File: src/rtl/vp_stage.sv
// Video pixel stage: 3-cycle pipeline with passthrough/gray/binary/invert modes.
// Define VP_STAGE_BBOX_EN to compile in the bright-region bounding-box overlay (mode 4).
module vp_stage #(
    parameter int                 CH_W      = 8,
    parameter int                 THRESH    = 128,
    parameter int                 POS_W     = 11,
    parameter logic [3*CH_W-1:0]  BOX_COLOR = 24'hFF0000
) (
    input  logic                clk,
    input  logic                rst,
    input  logic                de_in,
    input  logic                h_sync_in,
    input  logic                v_sync_in,
    input  logic [3*CH_W-1:0]   pixel_in,
    input  logic [2:0]          sw,
    output logic                de_out,
    output logic                h_sync_out,
    output logic                v_sync_out,
    output logic [3*CH_W-1:0]   pixel_out
);
    localparam int PW = 3 * CH_W;
    localparam logic [CH_W-1:0] THR = CH_W'(THRESH);

    // Weighted sum fits in CH_W+8 bits, so no overflow before the >>8.
    function automatic logic [CH_W-1:0] luma_f(input logic [PW-1:0] p);
        logic [CH_W+7:0] r, g, b, sum;
        r   = {8'd0, p[PW-1 -: CH_W]};
        g   = {8'd0, p[2*CH_W-1 -: CH_W]};
        b   = {8'd0, p[CH_W-1:0]};
        sum = (CH_W+8)'(77) * r + (CH_W+8)'(150) * g + (CH_W+8)'(29) * b;
        return sum[CH_W+7:8];
    endfunction

    logic              vs_prev_r, frame_start_s;
    logic [2:0]        mode_r, mode0_s;
    logic [CH_W-1:0]   luma0_s;
    logic [PW-1:0]     pix1_r, pix2_r, result_s, bin_s;
    logic [CH_W-1:0]   luma1_r;
    logic [2:0]        mode1_r;
    logic              de1_r, hs1_r, vs1_r, de2_r, hs2_r, vs2_r;

    // Frame start detect; a frame-start pixel already uses the newly selected mode.
    always_comb begin
        frame_start_s = v_sync_in & ~vs_prev_r;
        luma0_s       = luma_f(pixel_in);
        if (frame_start_s) begin
            mode0_s = sw;
        end else begin
            mode0_s = mode_r;
        end
    end

    // Mode register, only reloaded at frame start.
    always_ff @(posedge clk) begin
        if (rst) begin
            vs_prev_r <= 1'b0;
            mode_r    <= 3'd0;
        end else begin
            vs_prev_r <= v_sync_in;
            mode_r    <= mode0_s;
        end
    end

`ifdef VP_STAGE_BBOX_EN
    logic              de_prev_r, bright0_s, hit_s, armed_r, found_r, valid_r;
    logic [POS_W-1:0]  x_r, y_r, x1_r, y1_r;
    logic [POS_W-1:0]  axmin_r, axmax_r, aymin_r, aymax_r;
    logic [POS_W-1:0]  dxmin_r, dxmax_r, dymin_r, dymax_r;

    always_comb begin
        bright0_s = luma0_s > THR;
    end

    // Position counters: x per active pixel, y per line end, both saturating.
    always_ff @(posedge clk) begin
        if (rst) begin
            de_prev_r <= 1'b0;
            x_r       <= '0;
            y_r       <= '0;
        end else begin
            de_prev_r <= de_in;
            if (de_in) begin
                x_r <= (x_r == {POS_W{1'b1}}) ? x_r : x_r + POS_W'(1);
            end else if (de_prev_r) begin
                x_r <= '0;
            end else begin
                x_r <= x_r;
            end
            if (frame_start_s) begin
                y_r <= '0;
            end else if (!de_in && de_prev_r) begin
                y_r <= (y_r == {POS_W{1'b1}}) ? y_r : y_r + POS_W'(1);
            end else begin
                y_r <= y_r;
            end
        end
    end

    // Box measured over one frame is shown during the next; armed_r hides the
    // partial first frame after reset.
    always_ff @(posedge clk) begin
        if (rst) begin
            axmin_r <= '1; axmax_r <= '0; aymin_r <= '1; aymax_r <= '0;
            dxmin_r <= '0; dxmax_r <= '0; dymin_r <= '0; dymax_r <= '0;
            found_r <= 1'b0;
            valid_r <= 1'b0;
            armed_r <= 1'b0;
        end else if (frame_start_s) begin
            dxmin_r <= axmin_r; dxmax_r <= axmax_r; dymin_r <= aymin_r; dymax_r <= aymax_r;
            valid_r <= found_r & armed_r;
            armed_r <= 1'b1;
            axmin_r <= '1; axmax_r <= '0; aymin_r <= '1; aymax_r <= '0;
            found_r <= 1'b0;
        end else if (de_in && bright0_s) begin
            axmin_r <= (x_r < axmin_r) ? x_r : axmin_r;
            axmax_r <= (x_r > axmax_r) ? x_r : axmax_r;
            aymin_r <= (y_r < aymin_r) ? y_r : aymin_r;
            aymax_r <= (y_r > aymax_r) ? y_r : aymax_r;
            found_r <= 1'b1;
        end else begin
            found_r <= found_r;
        end
    end

    // Pixel position travels with the pixel into stage 1.
    always_ff @(posedge clk) begin
        if (rst) begin
            x1_r <= '0;
            y1_r <= '0;
        end else begin
            x1_r <= x_r;
            y1_r <= y_r;
        end
    end

    // Perimeter hit test against the displayed box.
    always_comb begin
        hit_s = valid_r &&
                ((((x1_r == dxmin_r) || (x1_r == dxmax_r)) && (y1_r >= dymin_r) && (y1_r <= dymax_r)) ||
                 (((y1_r == dymin_r) || (y1_r == dymax_r)) && (x1_r >= dxmin_r) && (x1_r <= dxmax_r)));
    end
`endif

    // Mode-dependent pixel transform on stage-1 data.
    always_comb begin
        bin_s = (luma1_r > THR) ? {PW{1'b1}} : {PW{1'b0}};
        case (mode1_r)
            3'd1:    result_s = {3{luma1_r}};
            3'd2:    result_s = bin_s;
            3'd3:    result_s = ~pix1_r;
`ifdef VP_STAGE_BBOX_EN
            3'd4:    result_s = hit_s ? BOX_COLOR : bin_s;
`endif
            default: result_s = pix1_r;
        endcase
    end

    // Three register stages: input capture, transform result, output.
    always_ff @(posedge clk) begin
        if (rst) begin
            pix1_r <= '0; luma1_r <= '0; mode1_r <= 3'd0;
            de1_r <= 1'b0; hs1_r <= 1'b0; vs1_r <= 1'b0;
            pix2_r <= '0; de2_r <= 1'b0; hs2_r <= 1'b0; vs2_r <= 1'b0;
            pixel_out <= '0; de_out <= 1'b0; h_sync_out <= 1'b0; v_sync_out <= 1'b0;
        end else begin
            pix1_r <= pixel_in; luma1_r <= luma0_s; mode1_r <= mode0_s;
            de1_r <= de_in; hs1_r <= h_sync_in; vs1_r <= v_sync_in;
            pix2_r <= result_s; de2_r <= de1_r; hs2_r <= hs1_r; vs2_r <= vs1_r;
            pixel_out <= pix2_r; de_out <= de2_r; h_sync_out <= hs2_r; v_sync_out <= vs2_r;
        end
    end
endmodule
File: config.mk
export PLATFORM = sky130hd
export DESIGN_NAME = vp_stage
export DESIGN_NICKNAME = d
export VERILOG_FILES = /design/src/rtl/vp_stage.sv
export SDC_FILE = /design/constraint.sdc
export NUM_CORES = 1
export LEC_CHECK = 0
export ABC_CLOCK_PERIOD_IN_PS = 8100
export BUFFER_PORTS_ARGS = -buffer_cell sky130_fd_sc_hd__buf_2
export CELL_PAD_IN_SITES_DETAIL_PLACEMENT = 0
export CELL_PAD_IN_SITES_GLOBAL_PLACEMENT = 1
export CORE_ASPECT_RATIO = 1.2
export CORE_MARGIN = 2
export CORE_UTILIZATION = 30
export CTS_CLUSTER_SIZE = 8
export DETAILED_ROUTE_END_ITERATION = 6
export GPL_TIMING_DRIVEN = 0
export PLACE_DENSITY_LB_ADDON = 0.1
export SETUP_SLACK_MARGIN = 0.2
export SYNTH_ARGS = -nofsm -noshare
export SYNTH_HDL_FRONTEND = slang
export SYNTH_SLANG_ARGS = --single-unit
File: constraint.sdc
create_clock -name clk -period 8.1 [get_ports clk]
set_input_delay 0 -clock clk [delete_from_list [all_inputs] [get_ports clk]]
set_output_delay 0 -clock clk [all_outputs]
set_load 0.005 [all_outputs]
# ---- Word level (Yosys, flattened, before mapping)
# Cells that the tools add are included.
# W data, S select, Z words.
dict set report word_totals {
  ff_bits 92
  output_inout_bits 27
}
dict set report op_classes {
  n_addsub 2
  n_eq_ne 3
  n_lt_le_gt_ge 1
  n_mux 2
  multipliers 3
  n_bitwise 3
}
# operator n
set ops {}
lappend ops {{$pmux W24 S3} 1}
lappend ops {{$mul A7 B8 Y15 const A} 2}
lappend ops {{$mux W24} 1}
lappend ops {{$not A24 Y24} 1}
lappend ops {{$add A15 B16 Y16} 1}
lappend ops {{$add A16 B13 Y16} 1}
lappend ops {{$mul A5 B8 Y13 const A} 1}
lappend ops {{$gt A8 B8 Y1 const B} 1}
lappend ops {{$eq A3 B2 Y1 const B} 2}
lappend ops {{$eq A3 B1 Y1 const B} 1}
lappend ops {{$and A1 B1 Y1} 1}
lappend ops {{$not A1 Y1} 1}

# ---- Longest topological paths before layout
dict set report logic_depth {
  depth_word 3
  depth_mapped 24
  ltp_nobuf 24
}

# ---- Least setup slack after synthesis
# OpenSTA, ideal clock, no wires.
dict set report synth_timing {
  path_type {input to register}
  start {input port pixel_in[12]}
  end {register luma1_r[5]}
  setup_ns 0.123
  required_ns 7.977
  setup_slack_ns 2.545
  path_stages 20
  arrival_time_ns 5.431
  path_cell_list {ha_1 > ha_1 > inv_1 > fa_1 > inv_1 > fa_1 > ha_1 > xor2_1 > fa_1 > fa_1 > inv_1 > fa_1 > fa_1 > inv_1 > ha_1 > o2bb2ai_1 > a211o_2 > a21boi_2 > o41ai_2 > mux2_1}
}
dict set report synth_via {
  elab_chain_cells 3
}
# item line_no
set synth_rtl {}
lappend synth_rtl {{from (decl)} 14} ;# input logic [3*CH_W-1:0] pixel_in,
lappend synth_rtl {{$mul A7 B8 Y15} 30} ;# sum = (CH_W+8)'(77) * r + (CH_W+8)'(150) * g + (CH_W+8)'(29) * b;
lappend synth_rtl {{$add A15 B16 Y16} 30}
lappend synth_rtl {{$add A16 B13 Y16} 30}
lappend synth_rtl {{to (signal assigned)} 166} ;# pix1_r <= pixel_in; luma1_r <= luma0_s; mode1_r <= mode0_s;
lappend synth_rtl {{to (decl)} 38} ;# logic [CH_W-1:0] luma1_r;
# No other way between the ends.
# A chain may end at the register's enable or synchronous reset.

# ---- Final worst setup path
dict set report layout_timing {
  start {input port pixel_in[12]}
  end {register luma1_r[7]}
}
# Same word-level chain as after synthesis.

==> results_dict.tcl <==
set metrics [dict create \
    status "finished, final reports clean" \
    slew_headroom_pct 60.99 \
    max_freq_ghz 0.1553 \
    rrSetupSlack_ps 5990 \
    cts_sinks 92 \
    synth_top_area_share_pct 30.29 \
    clk_pin_slew_ps 60 \
    timing.rr.end "pix2_r[3]" \
    track_usage_pct 13.74 \
    yosysUniqueCellTypes 44 \
    pwr-share-clk_pct 14.1 \
    grt_pass1_wl_mm 22.87 \
    critPathLaunch "pixel_in[12]" \
    setup-violations-final 0 \
    synth-simple-area-share_pct 14.39 \
    hpwlAfterDp_mm 11.68 \
    grt-ovfl-total 0 \
    place_congestion 0.7771 \
    synth-edff-count 0 \
    start_util_pct 30.34 \
    cp.arrival_ps 6640 \
    synth_top_cell_by_area "dfxtp_1" \
    finalHoldViolCount 0 \
    crit_path_end_kind "flip-flop" \
    die_w_um 134.0 \
    drtIter0Drc 194 \
    syn_avg_cell_area_um2 9.853 \
    critPathKind "in2reg" \
    cts_buffers 9 \
    synth_fp_nets 788 \
    synth_compound_area_share_pct 10.54 \
    ys_seq_area_share_pct 30.29 \
    fin_nets 869 \
    place_ws_ps 1758 \
    synth_flop_cell "dfxtp_1" \
    fp-row-count 57 \
    tns_ps 0 \
    power_density_nw_per_um2 414.6 \
    intPower_w 0.001648 \
    tightest_slew_ps 585.2 \
    grt_pass1_vias 4351 \
    antennaDiodeCount 0 \
    final_core_util_pct 35.59 \
    netlist_area_um2 6080 \
    min-delay-start "pixel_in[21]" \
    die-area_um2 21420 \
    cts_setup_buffers 0 \
    hold_depth 2 \
    min_path_type "in2reg" \
    synth_xor_xnor_area_share_pct 1.729 \
    fin_ws_ps 1662 \
    synthAdderAreaFrac_pct 35.40 \
    htreeDepth 3 \
    required_ps 8300 \
    synthTopCellsByArea "dfxtp_1, fa_1, ha_1" \
    combPwrFrac_pct 68.1 \
    vias 4144 \
    fin_skew_ps 6.871 \
    synth_cells 617 \
    power.leakage_nw 3.406 \
    path_max_fanout 5 \
    portBuffers 58 \
    cts_resized 0 \
    area_growth_pct 17.31 \
    synth_common_cells "inv_1, dfxtp_1, ha_1" \
    drt_drc_violations_left 0 \
    synth_top_family_by_area "adder cells" \
    ir_drop_mv 0.2760 \
    swShare_pct 44.25 \
    grt_max_degree 17 \
    timing.rr.start "luma1_r[3]" \
    wl_per_cell_um 14.09 \
    tritoncts "built" \
    antenna_found_initial 0 \
    drv_cap 0 \
    seqPwrFrac_pct 17.7 \
    synth_warnings 0 \
    worstSetupStartpointType "input pin" \
    whs_endpoint "pix1_r[21]" \
    slew_viol_final 0 \
    fill_cells 2097 \
    fin_crit_ps 6438 \
    clock_latency_ps 340 \
    clockRootBuffer "clkbuf_16" \
    drive_above_1_share_pct 12.38 \
    wl_mm 13.64 \
    cts_buffer_depth 2 \
    ant_nets 0 \
    rsz0062_at_grt "false" \
    yosysMostFrequentCell "inv_1" \
    dr.pass1.iters 4 \
    synth_mux_area_share_pct 0.6792 \
    synthArstFlopShare_pct 0 \
    vias_per_cell 4.281 \
    post-route-period-util_pct 79.48 \
    die_height_um 159.9 \
    io_pins 59 \
    p_sw_w 0.001308 \
    ys_seq_elements 92 \
    r2r_cells 7 \
    finalPower_w 0.002957 \
    coreArea_um2 20040 \
]
==> flip-flops by register name, summed over array words and instances, names as in the netlist <==
signal and cells:
de2_r 1, pix2_r 24, vs2_r 1, hs2_r 1, luma1_r 8, mode1_r 3
vs1_r 1, pixel_out 24, pix1_r 24, v_sync_out 1, de_out 1, de1_r 1
h_sync_out 1, hs1_r 1
==> area by class of cell <==
type | instances | area (um2) | area share, %
repair buffers | 70 | 410.4 | 5.754
well taps | 265 | 331.6 | 4.649
flip-flops and latches | 92 | 1842 | 25.82
clock inverters | 6 | 71.32 | 1.000
multi-input cells | 412 | 3814 | 53.47
plain buffers | 17 | 63.81 | 0.8947
inverters | 96 | 360.3 | 5.053
clock buffers | 10 | 239.0 | 3.351
==> stage by stage <==
| stage | cell area, um2 | cells | hold WS [ps] |
|---|---|---|---|
| floorplan | 6080 | 617 | 128.2 |
| detailed placement | 6701 | 940 | 217.6 |
| finish | 7132 | 968 | 6.776 |
| global placement | 6701 | 940 | 213.2 |
| global route | 7132 | 968 | 15.40 |
| CTS | 7132 | 968 | 8.084 |
==> layout by cell type (no fill, tap or decap), types with 3 or more instances in the layout <==
| cell type | synthesis | routed |
|---|---|---|
| a211oi_1 | 3 | 3 |
| fa_1 | 55 | 55 |
| a21boi_0 | 3 | 3 |
| dlygate4sd3_1 | 0 | 12 |
| nand3_1 | 5 | 5 |
| buf_2 | 0 | 58 |
| o21ai_0 | 10 | 10 |
| nand2b_1 | 4 | 4 |
| clkbuf_16 | 0 | 9 |
| mux2i_1 | 3 | 3 |
| nor2_1 | 44 | 44 |
| a21o_1 | 8 | 8 |
| o21a_1 | 23 | 23 |
| o21bai_1 | 5 | 5 |
| a21oi_1 | 22 | 22 |
| dfxtp_1 | 92 | 92 |
| clkbuf_1 | 17 | 17 |
| nor2b_1 | 56 | 56 |
| nand2_1 | 12 | 12 |
| ha_1 | 84 | 84 |
| and3_1 | 5 | 5 |
| xor2_1 | 3 | 3 |
| xnor2_1 | 9 | 9 |
| nor3_1 | 26 | 26 |
| or2_2 | 5 | 5 |
| inv_1 | 96 | 96 |
==> how the worst max path moves through the flow <==
| stage | endpoint | slack [ps] |
|---|---|---|
| CTS | luma1_r[7] | 1540 |
| global route | luma1_r[7] | 1360 |
| finish | luma1_r[7] | 1660 |
| floorplan | luma1_r[5] | 2550 |
| global placement | luma1_r[7] | 1840 |
| detailed placement | luma1_r[7] | 1760 |
==> power by group through the flow <==
stage | Sequential [W] | Combinational [W] | Clock, W
after floorplan | 0.000531 | 0.00158 | 0
after global placement | 0.000535 | 0.00206 | 0
after detailed placement | 0.000535 | 0.00206 | 0
after CTS | 0.000525 | 0.00207 | 0.000434
after global routing | 0.000529 | 0.00234 | 0.000459
final | 0.000525 | 0.00201 | 0.000418
==> critical path, cell delays in order <==
cell and delay [ps]:
dlygate4sd3_1 530, buf_2 170, ha_1 320, ha_1 280, inv_1 50, fa_1 530, inv_1 60, fa_1 460
ha_1 380, xor2_1 270, fa_1 480, fa_1 520, inv_1 50, fa_1 460, fa_1 560, inv_1 40
ha_1 310, o2bb2ai_1 100, a211o_2 370, a21o_2 240, o211ai_1 80, nor3b_1 370
==> cell families (layout without fill, tap and decap cells) <==
logic type / Yosys count / count (layout)
AOI/OAI and AO/OA: 91 / 91
xor gates and xnor gates: 12 / 12
adders and majority gates: 139 / 139
buffers and inverters: 113 / 199
DFF: 92 / 92
muxes: 4 / 4
and+or+nand+nor: 166 / 166
==> timing repair <==
action                                  in CTS  in global routing
hold buffers                                12                  0
endpoints found under the hold margin       12                  0
endpoints found under the setup margin       0                  0
==> routing by layer <==
metal | global-route usage (%) | part of all wire [%] | vias up
li1 | - | - | 2164
met1 | 17.23 | 44 | 1912
met2 | 24.34 | 52 | 54
met3 | 1.746 | 2.3 | 14
met4 | 4.400 | 1.4 | 0
met5 | 0 | 0 | -
(Power assumes the default switching activity.)
